<file path="src/rtl/gpc_pkg.sv">
// gpc_pkg: shared GPC fetch-controller types and constants
package gpc_pkg;
    typedef enum logic [2:0] {
        IDLE,
        FETCH_REQ,
        FETCH_WAIT,
        EXEC,
        HALT
    } gpc_fetch_state_t;
    localparam logic [31:0] GPC_RESET_PC    = 32'h8000_0000;
    localparam logic [31:0] GPC_INST_EBREAK = 32'h0010_0073;
endpackage

</file>
<file path="src/rtl/gpc_fetch_ctrl_if.sv">
// gpc_fetch_ctrl_if: instruction memory request/response port
interface gpc_fetch_ctrl_if;
    logic        req_valid;
    logic [31:0] req_addr;
    logic        req_ready;
    logic        rsp_valid;
    logic [31:0] rsp_data;
    modport master (output req_valid, req_addr, input req_ready, rsp_valid, rsp_data);
    modport slave  (input req_valid, req_addr, output req_ready, rsp_valid, rsp_data);
endinterface

</file>
<file path="src/rtl/gpc_fetch_ctrl.sv">
// gpc_fetch_ctrl: multi-cycle fetch/execute sequencer owning the GPC program counter
module gpc_fetch_ctrl
    import gpc_pkg::*;
#(
    parameter logic [31:0] RESET_PC = GPC_RESET_PC
) (
    input  logic                     clk,
    input  logic                     rst,
    gpc_fetch_ctrl_if.master         imem,
    output logic [31:0]              inst,
    output logic                     inst_valid,
    input  logic                     exe_done,
    input  logic [31:0]              next_pc,
    input  logic                     ebreak,
    output logic [31:0]              pc,
    output logic                     halted,
    output logic                     fault,
    output logic [31:0]              retired
);
    gpc_fetch_state_t state;

    assign imem.req_valid = state == FETCH_REQ;
    assign imem.req_addr  = pc;
    assign inst_valid     = state == EXEC;
    assign halted         = state == HALT;

    always_ff @(posedge clk) begin
        if (rst) begin
            state   <= IDLE;
            pc      <= RESET_PC;
            inst    <= '0;
            retired <= '0;
            fault   <= 1'b0;
        end else begin
            case (state)
                IDLE:       state <= FETCH_REQ;
                FETCH_REQ:  if (imem.req_ready) state <= FETCH_WAIT;
                FETCH_WAIT: if (imem.rsp_valid) begin
                    inst  <= imem.rsp_data;
                    state <= EXEC;
                end
                EXEC: if (exe_done) begin
                    // ebreak retires even with a bad next_pc; a misaligned target does not retire
                    if (ebreak) begin
                        state   <= HALT;
                        retired <= retired + 32'd1;
                    end else if (next_pc[1:0] != 2'b00) begin
                        state <= HALT;
                        fault <= 1'b1;
                    end else begin
                        pc      <= next_pc;
                        retired <= retired + 32'd1;
                        state   <= FETCH_REQ;
                    end
                end
                HALT:    state <= HALT;
                default: state <= IDLE;
            endcase
        end
    end
endmodule

</file>
<file path="src/flat_wrapper.sv">
// flat-port wrapper written by rule: the top's interface ports become plain ports
module gpc_fetch_ctrl_flat import gpc_pkg::*;
#(
    parameter logic [31:0] RESET_PC = GPC_RESET_PC
)
  (clk, rst, inst, inst_valid, exe_done, next_pc, ebreak, pc, halted, fault, retired, imem_req_valid, imem_req_addr, imem_req_ready, imem_rsp_valid, imem_rsp_data);
  gpc_fetch_ctrl_if imem_i ();
  input  logic clk;
  input  logic rst;
  output logic [31:0] inst;
  output logic inst_valid;
  input  logic exe_done;
  input  logic [31:0] next_pc;
  input  logic ebreak;
  output logic [31:0] pc;
  output logic halted;
  output logic fault;
  output logic [31:0] retired;
  output wire logic [$bits(imem_i.req_valid)-1:0] imem_req_valid;
  output wire logic [$bits(imem_i.req_addr)-1:0] imem_req_addr;
  input wire logic [$bits(imem_i.req_ready)-1:0] imem_req_ready;
  input wire logic [$bits(imem_i.rsp_valid)-1:0] imem_rsp_valid;
  input wire logic [$bits(imem_i.rsp_data)-1:0] imem_rsp_data;
  assign imem_req_valid = imem_i.req_valid;
  assign imem_req_addr = imem_i.req_addr;
  assign imem_i.req_ready = imem_req_ready;
  assign imem_i.rsp_valid = imem_rsp_valid;
  assign imem_i.rsp_data = imem_rsp_data;
  gpc_fetch_ctrl #(.RESET_PC(RESET_PC)) u_core (.clk(clk), .rst(rst), .imem(imem_i), .inst(inst), .inst_valid(inst_valid), .exe_done(exe_done), .next_pc(next_pc), .ebreak(ebreak), .pc(pc), .halted(halted), .fault(fault), .retired(retired));
endmodule
</file>
<file path="config.mk">
export PLATFORM = sky130hd
export DESIGN_NAME = gpc_fetch_ctrl_flat
export DESIGN_NICKNAME = d
export VERILOG_FILES = /design/src/rtl/gpc_pkg.sv /design/src/rtl/gpc_fetch_ctrl_if.sv /design/src/rtl/gpc_fetch_ctrl.sv /design/src/flat_wrapper.sv
export SDC_FILE = /design/constraint.sdc
export NUM_CORES = 1
export LEC_CHECK = 0
export BUFFER_PORTS_ARGS = -buffer_cell sky130_fd_sc_hd__buf_2
export CORE_AREA = 8 8 113 115
export DETAILED_ROUTE_END_ITERATION = 6
export DIE_AREA = 0 0 121 123
export PLACE_DENSITY = 0.67
export SLEW_MARGIN = 10
export SYNTH_ARGS = -nofsm -noshare
export SYNTH_HDL_FRONTEND = slang
export SYNTH_SLANG_ARGS = --single-unit
</file>
<file path="constraint.sdc">
create_clock -name clk -period 4.65 [get_ports clk]
set_input_delay 0 -clock clk [delete_from_list [all_inputs] [get_ports clk]]
set_output_delay 0 -clock clk [all_outputs]
set_load 0.01 [all_outputs]
</file>
; Word level (Yosys, flattened, before mapping)
; Index checks and enable logic that the tools add are counted.
; W data, S select, Z words.
[totals]
ff_bits = 100
inputBits = 70
output_inout_bits = 132
[op_classes]
muxes = 8
bitwise = 2
n_addsub = 1
n_reduce_logical = 7
eq_ne = 8
[ops]
columns = op, n
row1 = $mux W32, 2
row2 = $add A32 B1 Y32 const B, 1
row3 = $mux W3, 5
row4 = $pmux W3 S5, 1
row5 = $reduce_and A4 Y1, 2
row6 = $eq A3 B2 Y1 const B, 2
row7 = $reduce_and A3 Y1, 2
row8 = $ne A2 B1 Y1 const B, 2
row9 = $ne A2 B2 Y1 const B, 2
row10 = $eq A3 B1 Y1 const B, 1
row11 = $eq A3 B3 Y1 const B, 1
row12 = $logic_not A3 Y1, 1
row13 = $not A1 Y1, 2
row14 = $reduce_and A2 Y1, 1
row15 = $reduce_bool A2 Y1, 1

; Longest topological paths before layout
; Gate-level depths: netlist of run 1.
[depth]
word_depth = 5
ltp_mapped = 8
ltp_nobuf = 6

; Worst setup path after synthesis of run 1
; OpenSTA, ideal clock, no wires.
[synth_path]
path_kind = reg2reg
from = reg u_core.retired[10]
to = reg u_core.retired[31]
t_required_ns = 4.580
arrival_time_ns = 1.974
slack_ns = 2.606
synth_period_minus_slack_ns = 2.044
n_path_buf = 1
path_stages_with_launch = 7
cell_sequence = dfxtp_1 > and4_4 > nand4_4 > or4_1 > clkbuf_2 > or3_1 > a21oi_1
[synth_between]
elab_chain_len = 3
[synth_lines]
columns = element, line_no
row1 = "start, declared", gpc_fetch_ctrl.sv:18  ; output logic [31:0] retired
row2 = "start signal, assigned", gpc_fetch_ctrl.sv:46  ; retired <= retired + 32'd1;
row3 = "start signal, assigned", gpc_fetch_ctrl.sv:52  ; retired <= retired + 32'd1;
row4 = $add A32 B1 Y32 *, "gpc_fetch_ctrl.sv:46, gpc_fetch_ctrl.sv:52"
row5 = $mux W32, gpc_fetch_ctrl.sv:47  ; end else if (next_pc[1:0] != 2'b00) begin
row6 = $mux W32 *, gpc_fetch_ctrl.sv:44  ; if (ebreak) begin
; Mark *: on every way between the ends. The rest lies on a longest branch, timed or not. The select of a mux whose other input is x is not followed.
; A chain may end at the register's enable or synchronous reset.

; Final worst setup path of run 1
[layout_path]
from = reg u_core.state[1]
to = reg u_core.retired[31]
[layout_between]
elab_chain_len = 2
[layout_lines]
columns = element, line_no
row1 = "start, declared", gpc_fetch_ctrl.sv:20  ; gpc_fetch_state_t state;
row2 = "start signal, assigned", gpc_fetch_ctrl.sv:29  ; state <= IDLE;
row3 = "start signal, assigned", gpc_fetch_ctrl.sv:36  ; IDLE: state <= FETCH_REQ;
row4 = "start signal, assigned", gpc_fetch_ctrl.sv:37  ; FETCH_REQ: if (imem.req_ready) state <= FETCH_WAIT;
row5 = $eq A3 B2 Y1, gpc_fetch_ctrl.sv:35  ; case (state)
row6 = $reduce_and A3 Y1 (no line), n/a
; Every way passes these cells.

==> metrics.txt, run 1 <==
status finished clean; initial antenna violation count 0; clock sinks 100; CTS tree done; fin. max-slew vios 0; Core ar. between 10000 and 15000 sq um; Pleak ~2.6 nW; Fillers 1011; Synth Flop Type dfxtp_1; final period utilization 56.5%; EDFF count, synth 0; die area ~15000 sq um; Syn-to-layout area delta 43.0%; CP Cell Sequence and4b_1 -> nand4_1 -> or4_1 -> or3_1 -> a21oi_1; H-tree depth 3; clk slew on worst S/H paths 0.07 ns; diodes inserted 0; Die Span Y around 120 um; Setup Skew around 0.0064 ns; Global Route Usage Sum between 10% and 20%; CP Max Fanout 12; fin crit period about 2.6 ns; Yosys reg bits 100; crit end category register; drt drc 0; Worst R2R Path Depth 5; share of flip-flops with an asynchronous set or reset 0%; setup TNS 0 ns; Post-Synthesis Cell Area slightly above 4000 sq um; Mapped Avg Cell Area 8.06 sq um; Setup Buffers After CTS 0; Critical Path Source Type register; Unique masters post-synth 38; first-pass GRT wire length slightly below 20000 um; vias in the first global route 3920; number of iterations in the first detailed-routing pass 5; clk buf depth 2; Detailed Place HPWL between 8000 and 9000 um; worst-margin pin slew around 1.2 ns; register area share after synthesis 48.9%; Internal Pwr Total around 1.4 mW; layout cells sized above 1 between 30% and 40%; FF-to-FF Start u_core.state[1]; max-cap violations 0; Post-DRT Antenna Nets 0; Initial Util 37.0%; GPL Wtd Cong approximately 0.78; final layout net count a little under 800; DR iter-0 viols between 200 and 300; row cnt 39; P_sw 0.382 mW; final setup fails 0; via count ~4.1k; power per cell area between 200 and 300 nW/um^2; largest net degree at the start of global routing around 100; cts bufs inserted 9; Ports approximately 200; synthesized instance count 508; Register-to-Register Setup Slack roughly 2.0 ns; sequential share of power about half; Hold Vio Cnt, Final 0; hold_sp next_pc[1]; port buffer count between 200 and 250; post-synth net total about 580; Clock power frac between 40% and 50%; reg-to-reg endpoint u_core.retired[31]; die width 121 um; switching share of power ~22%; hold path endpoint u_core.fault; Root Buffer clkbuf_16; post-route insts no fill roughly 870; Inst Count DP roughly 800; YS warnings 0; WP data arrival ~2.9 ns; Fmax about 380 MHz; post-DR wirelength/cell 14.7 um; Worst-Skew Late Latency 0.34 ns; RSZ-0062 raised after global routing no; Vias/cell between 4 and 5; final WL 12700 um; hold depth 4; maximum VDD drop about 0.00018 V; CP max stage cell or4_1; WP data required a little under 5 ns; Hold Path Class in -> reg; critical path class reg -> reg; max incr delay on CP 0.71 ns; grt total ovfl 0; power share of the combinational group around 7.4%; relative slew slack between 20% and 30%
synthesized netlist by cell type, drive strengths merged (3+ instances only):
library cell | n | area share [%]
a21oi | 72 | 8.8
and3 | 6 | 0.92
and4 | 3 | 0.73
buf | 34 | 6.1
clkbuf | 28 | 2.6
dfxtp | 100 | 49
inv | 4 | 0.37
nand2 | 135 | 12
nand3 | 9 | 1.1
nand4 | 13 | 2.4
nor2 | 31 | 2.8
nor3 | 10 | 1.2
nor3b | 4 | 0.73
nor4 | 6 | 0.92
o21ai | 7 | 0.86
or3 | 8 | 1.3
xnor2 | 14 | 3.0
xor2 | 10 | 2.1
sequential cells by signal (all words and copies together) (netlist names):
register / flops
u_core.retired: 32
u_core.fault: 1
u_core.imem.req_addr: 32
u_core.inst: 32
u_core.state: 3
power groups by stage:
stage	Combinational, mW	Sequential, mW	Clock [mW]
2_1_floorplan	0.0410	0.893	0
3_3_place_gp	0.0864	0.892	0
3_5_place_dp	0.0878	0.893	0
4_1_cts	0.129	0.873	0.764
5_1_grt	0.141	0.874	0.805
6_report	0.129	0.873	0.733
metrics by stage:
| step | hold slack (ns) | area, sq um | utilization (%) | setup slack, ns | power [mW] |
|---|---|---|---|---|---|
| after floorplan | 0.124 | 4100 | - | 2.61 | 0.934 |
| after global placement | 0.240 | 4930 | 44.5 | 2.16 | 0.978 |
| after detailed placement | 0.237 | 4930 | 44.5 | 2.05 | 0.980 |
| after CTS | 0.0819 | 5850 | 52.8 | 2.05 | 1.77 |
| after global routing | 0.134 | 5860 | 52.9 | 1.81 | 1.82 |
| final | 0.106 | 5860 | 52.9 | 2.02 | 1.73 |
metal layers:
layer,up-vias,GRT usage (%),share of wire [%]
met5,-,0,0
met4,0,5.23,1.2
met3,8,6.07,10
met2,164,29.1,50
met1,1889,17.8,39
li1,2077,-,-
cells in the final DEF, fill, tap and decap left out, drive strengths merged, types with 9 or more instances in the layout:
master and instances:
a21oi 72, buf 202, clkbuf 10, dfxtp 100, dlygate4sd3 62, nand2 135, nand3 9, nand4 13
nor2 31, nor3 10, xnor2 14, xor2 10
cell type report:
type                       count  area, sq um  area share (%)
clock inverter                 6         65.1            1.11
tap                          143          179            3.05
timing repair buffer         264         1630            27.9
inverter                       4         15.0           0.256
sequential                   100         2000            34.2
multi-input combinational    342         1730            29.6
clock buffer                  10          229            3.91
cell families after synthesis:
kind of cell | synth area share [%]
mux | 0.244
fa+ha+maj | 0.305
buf+inv | 9.07
simple gates | 25.9
compound gates | 10.4
flops | 48.9
xor+xnor | 5.13
worst max-delay path: cells and delay by family, from the launching register on:
kind               cells  cell delay (ns)
and+or+nand+nor        4             1.91
AOI/OAI and AO/OA      1             0.14
DFF                    1             0.50
how the worst max path moves through the flow:
stage / depth (start not counted) / endpoint / slack [ns] / start
5_1_grt: 5 / u_core.retired[31] / 1.81 / u_core.state[1]
3_5_place_dp: 5 / u_core.retired[31] / 2.05 / u_core.state[1]
3_3_place_gp: 5 / u_core.retired[31] / 2.16 / u_core.state[1]
6_report: 5 / u_core.retired[31] / 2.02 / u_core.state[1]
2_1_floorplan: 6 / u_core.retired[31] / 2.61 / u_core.retired[10]
4_1_cts: 5 / u_core.retired[31] / 2.05 / u_core.state[1]
timing repair:
action,CTS,global route
gates resized for setup,0,0
endpoints found under the hold margin,62,0
hold buffers,62,0
endpoints found under the setup margin,0,0
No activity file was read; power rests on OpenSTA's default activity.
==> inputs of run 2 (changes only) <==
--- a/config.mk
+++ b/config.mk
@@ -9,7 +9,7 @@
 export CORE_AREA = 8 8 113 115
 export DETAILED_ROUTE_END_ITERATION = 6
 export DIE_AREA = 0 0 121 123
-export PLACE_DENSITY = 0.67
+export PLACE_DENSITY = 0.7
 export SLEW_MARGIN = 10
 export SYNTH_ARGS = -nofsm -noshare
 export SYNTH_HDL_FRONTEND = slang
==> constraint.sdc (replaced) <==
create_clock -name clk -period 2.3 [get_ports clk]
set_input_delay 0 -clock clk [delete_from_list [all_inputs] [get_ports clk]]
set_output_delay 0 -clock clk [all_outputs]
set_load 0.01 [all_outputs]
==> metrics.txt, run 2 (synthesis results as in run 1) <==
Pleak 2.65 nW (was 2.59 nW); status finished clean (unchanged); drt drc 0 (unchanged); number of iterations in the first detailed-routing pass 4 (was 5); Hold Path Class in -> reg (unchanged); post-route insts no fill 884 (was 869); fin crit period 2.07 ns (was 2.63 ns); power share of the combinational group 8.2% (was 7.4%); via count 4240 (was 4138); Critical Path Source Type register (unchanged); Worst Path Buf+Inv 0 (unchanged); max-cap violations 0 (unchanged); post-route design area 5950 sq um (was 5860 sq um); H-tree depth 3 (unchanged); CP Max Fanout 9 (was 12); final period utilization 90.0% (was 56.5%); CP Cell Sequence and4_4 -> nand4_4 -> or4_4 -> or3_1 -> a21oi_1 (was and4b_1 -> nand4_1 -> or4_1 -> or3_1 -> a21oi_1); max incr delay on CP 0.63 ns (was 0.71 ns); port buffer count 201 (unchanged); Clock power frac 40.4% (was 42.2%); maximum VDD drop 0.000265 V (was 0.000178 V); cell family with most CP delay simple AND/OR/NAND/NOR gates (unchanged); Hold Vio Cnt, Final 0 (unchanged); Initial Util 37.0% (unchanged); clk buf depth 2 (unchanged); fin worst setup slack 0.229 ns (was 2.02 ns); Place WS 0.142 ns (was 2.05 ns); Power Total 3.42 mW (was 1.73 mW); Post-DRT Antenna Nets 0 (unchanged); final layout net count 805 (was 792); crit end category register (unchanged); worst hold slack 0.0933 ns (was 0.106 ns); vias in the first global route 4067 (was 3920); Vias/cell 4.80 (was 4.76); P_sw 0.753 mW (was 0.382 mW); critical path class reg -> reg (unchanged); final setup fails 0 (unchanged); CTS tree done (unchanged); DR iter-0 viols 200 (was 278); worst-margin pin slew 0.619 ns (was 1.16 ns); clk slew on worst S/H paths 0.07 ns (about the same); Inst Count DP 804 (was 791); switching share of power 22.0% (about the same); setup TNS 0 ns (unchanged); WP data arrival 2.34 ns (was 2.88 ns); cts bufs inserted 9 (unchanged); RSZ-0062 raised after global routing no (unchanged); Fillers 979 (was 1011); grt total ovfl 0 (unchanged); Placement Cell Area 5040 sq um (was 4930 sq um); die width 121 um (unchanged); relative slew slack 58.4% (was 22.5%); largest net degree at the start of global routing 44 (was 101); CP max stage cell or4_4 (was or4_1); commonest cells after routing, fill and taps aside 201 x buf_2, 135 x nand2_1, 100 x dfxtp_1, 72 x a21oi_1, 62 x dlygate4sd3_1 (unchanged); GPL Wtd Cong 0.781 (was 0.775); Worst-Skew Late Latency 0.34 ns (about the same); Die Span Y 123 um (unchanged); Core Util, Final 53.7% (was 52.9%); Internal Pwr Total 2.67 mW (was 1.35 mW); WP data required 2.57 ns (was 4.91 ns); Root Buffer clkbuf_16 (unchanged); post-DR wirelength/cell 14.7 um (about the same); commonest non-fill, non-tap cell in the layout buf_2 (unchanged); Setup Buffers After CTS 0 (unchanged); row cnt 39 (unchanged); fin. max-slew vios 0 (unchanged); layout cells sized above 1 31.8% (was 30.9%); Syn-to-layout area delta 45.2% (was 43.0%); die area 14900 sq um (unchanged); Core ar. 11100 sq um (unchanged); sequential share of power 51.4% (was 50.3%); Detailed Place HPWL 9040 um (was 8810 um); initial antenna violation count 1 (was 0); Fmax 483 MHz (was 381 MHz); clock sinks 100 (unchanged); first-pass GRT wire length 20200 um (was 19900 um); Setup Skew 0.00833 ns (was 0.00640 ns); Global Route Usage Sum 16.8% (was 16.4%); Ports 202 (unchanged); power per cell area 576 nW/um^2 (was 296 nW/um^2); final WL 13000 um (was 12700 um)
[run 2: changes by cell type in the layout (fill, tap and decap cells not counted), sizes merged]
cell,previous run,this run
diode,0,2
clkbuf,10,13
clkinv,1,0
bufinv,1,0
clkinvlp,4,3
buf,202,215
[run 2: worst reg2reg max path: stages, from the launching register on]
cell and delay [ns]:
dfxtp_1 0.42, and4_4 0.29, nand4_4 0.15, or4_4 0.63
or3_1 0.38, a21oi_1 0.14
[run 2: power groups by stage]
stage,clock network [mW],registers [mW],logic [mW]
2_1_floorplan,0,1.80,0.0828
3_3_place_gp,0,1.80,0.192
3_5_place_dp,0,1.80,0.195
4_1_cts,1.44,1.76,0.277
5_1_grt,1.51,1.76,0.305
6_report,1.38,1.76,0.280
[run 2: path summary, 6_finish.rpt]
path                      start            endpoint  slack (ns)  cells past startpoint
min              imem_rsp_valid     u_core.state[0]        0.09                      5
min reg2reg     u_core.inst[14]     u_core.inst[14]        0.45                      2
max reg2reg  u_core.retired[11]  u_core.retired[31]        0.23                      5
max          u_core.retired[11]  u_core.retired[31]        0.23                      5
[run 2: metal layers]
metal	vias to the layer above	part of all wire [%]	global-route usage (%)
li1	2105	-	-
met1	1956	39	18.1
met2	161	50	29.2
met3	18	8.9	5.84
met4	0	2.5	7.49
met5	-	0	0
[run 2: cell type report]
cell class / instances / area (sq um) / share of cell area, %
Clock inverter: 3 / 22.5 / 0.379
Multi-Input combinational cell: 342 / 1730 / 29.1
Inverter: 4 / 15.0 / 0.253
Tap cell: 143 / 179 / 3.01
Antenna cell: 2 / 5.00 / 0.0842
Sequential cell: 100 / 2000 / 33.7
Timing Repair Buffer: 277 / 1740 / 29.3
Clock buffer: 13 / 250 / 4.21
[run 2: what timing repair did]
item / CTS / global route
endpoints found under the setup margin: 0 / 1
hold endpoints to repair: 62 / 0
hold buffers: 62 / 0
gates resized for setup: 0 / 1
==> inputs of run 3 (changes only) <==
--- a/config.mk
+++ b/config.mk
@@ -5,7 +5,7 @@
 export SDC_FILE = /design/constraint.sdc
 export NUM_CORES = 1
 export LEC_CHECK = 0
-export BUFFER_PORTS_ARGS = -buffer_cell sky130_fd_sc_hd__buf_2
+export BUFFER_PORTS_ARGS = -buffer_cell sky130_fd_sc_hd__buf_4
 export CORE_AREA = 8 8 113 115
 export DETAILED_ROUTE_END_ITERATION = 6
 export DIE_AREA = 0 0 121 123
==> metrics.txt, run 3 (synthesis results as in run 1) <==
RSZ-0062 raised after global routing no (unchanged); largest net degree at the start of global routing 101 (was 44); Power Total 3.74 mW (was 3.42 mW); Critical Path Source Type register (unchanged); clock sinks 100 (unchanged); post-DR wirelength/cell 15.1 um (was 14.7 um); worst-margin pin slew 1.02 ns (was 0.619 ns); Root Buffer clkbuf_16 (unchanged); sequential share of power 47.1% (was 51.4%); vias in the first global route 4151 (was 4067); status finished clean (unchanged); Global Route Usage Sum 17.2% (was 16.8%); Core ar. 11100 sq um (unchanged); number of iterations in the first detailed-routing pass 6 (was 4); Ports 202 (unchanged); power share of the combinational group 8.6% (was 8.2%); commonest cells after routing, fill and taps aside 214 x buf_4, 135 x nand2_1, 100 x dfxtp_1, 72 x a21oi_1, 62 x dlygate4sd3_1 (was 201 x buf_2, 135 x nand2_1, 100 x dfxtp_1, 72 x a21oi_1, 62 x dlygate4sd3_1); port buffer count 201 (unchanged); Fmax 479 MHz (was 483 MHz); Post-DRT Antenna Nets 0 (unchanged); layout cells sized above 1 32.1% (was 31.8%); die area 14900 sq um (unchanged); GPL Wtd Cong 0.742 (was 0.781); CP Max Fanout 9 (unchanged); final layout net count 804 (was 805); initial antenna violation count 0 (was 1); Internal Pwr Total 2.98 mW (was 2.67 mW); DR iter-0 viols 313 (was 200); max-cap violations 0 (unchanged); cts bufs inserted 9 (unchanged); Vias/cell 4.78 (was 4.80); maximum VDD drop 0.000304 V (was 0.000265 V); Pleak 2.73 nW (was 2.65 nW); Clock power frac 44.3% (was 40.4%); drt drc 0 (unchanged); Die Span Y 123 um (unchanged); row cnt 39 (unchanged); switching share of power 20.3% (was 22.0%); setup TNS 0 ns (unchanged); power per cell area 576 nW/um^2 (about the same); WP data arrival 2.34 ns (about the same); P_sw 0.758 mW (was 0.753 mW); crit end category register (unchanged); Syn-to-layout area delta 58.5% (was 45.2%); commonest non-fill, non-tap cell in the layout buf_4 (was buf_2); hold depth 4 (was 5); via count 4214 (was 4240); Setup Skew 0.00779 ns (was 0.00833 ns); Hold Vio Cnt, Final 0 (unchanged); grt total ovfl 0 (unchanged); Initial Util 37.0% (unchanged); clk buf depth 2 (unchanged); critical path class reg -> reg (unchanged); H-tree depth 3 (unchanged); final setup fails 0 (unchanged); die width 121 um (unchanged); Fillers 933 (was 979); fin. max-slew vios 0 (unchanged); clk slew on worst S/H paths 0.06 ns (was 0.07 ns); final period utilization 90.8% (was 90.0%); final WL 13300 um (was 13000 um); Hold Path Class in -> reg (unchanged); fin crit period 2.09 ns (was 2.07 ns); relative slew slack 32.0% (was 58.4%); Detailed Place HPWL 9230 um (was 9040 um); Worst-Skew Late Latency 0.33 ns (was 0.34 ns); WP data required 2.55 ns (was 2.57 ns); Worst R2R Path Depth 5 (unchanged); CTS tree done (unchanged); first-pass GRT wire length 21000 um (was 20200 um)
[run 3: changes by cell type in the layout (fill, tap and decap cells not counted), moves of 3 or more]
cell,delta
buf_2,-201
buf_4,+201
clkbuf_1,-3
clkinvlp_4,-3
[run 3: worst max-delay path, stage by stage, from the launching register on]
cell,delay (ns)
dfxtp_1,0.43
and4_4,0.29
nand4_4,0.15
or4_4,0.63
or3_1,0.35
a21oi_1,0.16
[run 3: stage by stage]
stage,std cells,setup WS [ns],utilization [%],cell area (sq um),hold WS (ns)
after floorplan,508,0.256,-,4100,0.124
after global placement,803,0.208,49.9,5530,0.213
after detailed placement,803,0.124,49.9,5530,0.221
after CTS,881,0.120,58.5,6480,0.0543
after global routing,881,0.108,58.6,6490,0.105
final,882,0.211,58.6,6490,0.0758
[run 3: area by class of cell]
class / instances / area (sq um) / share of cell area (%)
clock buffers: 12 / 267 / 4.11
multi-input cells: 342 / 1730 / 26.6
flip-flops and latches: 100 / 2000 / 30.8
repair buffers: 276 / 2230 / 34.3
diodes: 1 / 2.50 / 0.0386
well taps: 143 / 179 / 2.76
clock inverters: 4 / 70.1 / 1.08
inverters: 4 / 15.0 / 0.231
[run 3: timing repair]
item / in CTS / in global routing
buffers inserted: 0 / 0
resized for setup: 0 / 1
endpoints found under the setup margin: 0 / 1
hold buffers: 62 / 0
endpoints found under the hold margin: 62 / 0
[run 3: power by group through the flow]
stage,logic [mW],clock network [mW],registers [mW]
after global placement,0.230,0,1.80
final,0.323,1.66,1.76
after detailed placement,0.234,0,1.80
after floorplan,0.0828,0,1.80
after CTS,0.321,1.71,1.76
after global routing,0.348,1.80,1.76
[run 3: routing by layer]
layer  GRT usage [%]  routed length [um]  up-vias
met4            8.12                 281        0
met3            5.39                1190       16
met1            19.2                5250     1937
li1                -                   -     2101
met2            29.5                6560      160
met5               0                   0        -
[run 3: path summary, 6_finish.rpt]
path	from	end	slack [ns]
min reg2reg	u_core.inst[16]	u_core.inst[16]	0.45
max	u_core.retired[10]	u_core.retired[29]	0.21
min	exe_done	u_core.state[0]	0.08
max reg2reg	u_core.retired[10]	u_core.retired[29]	0.21
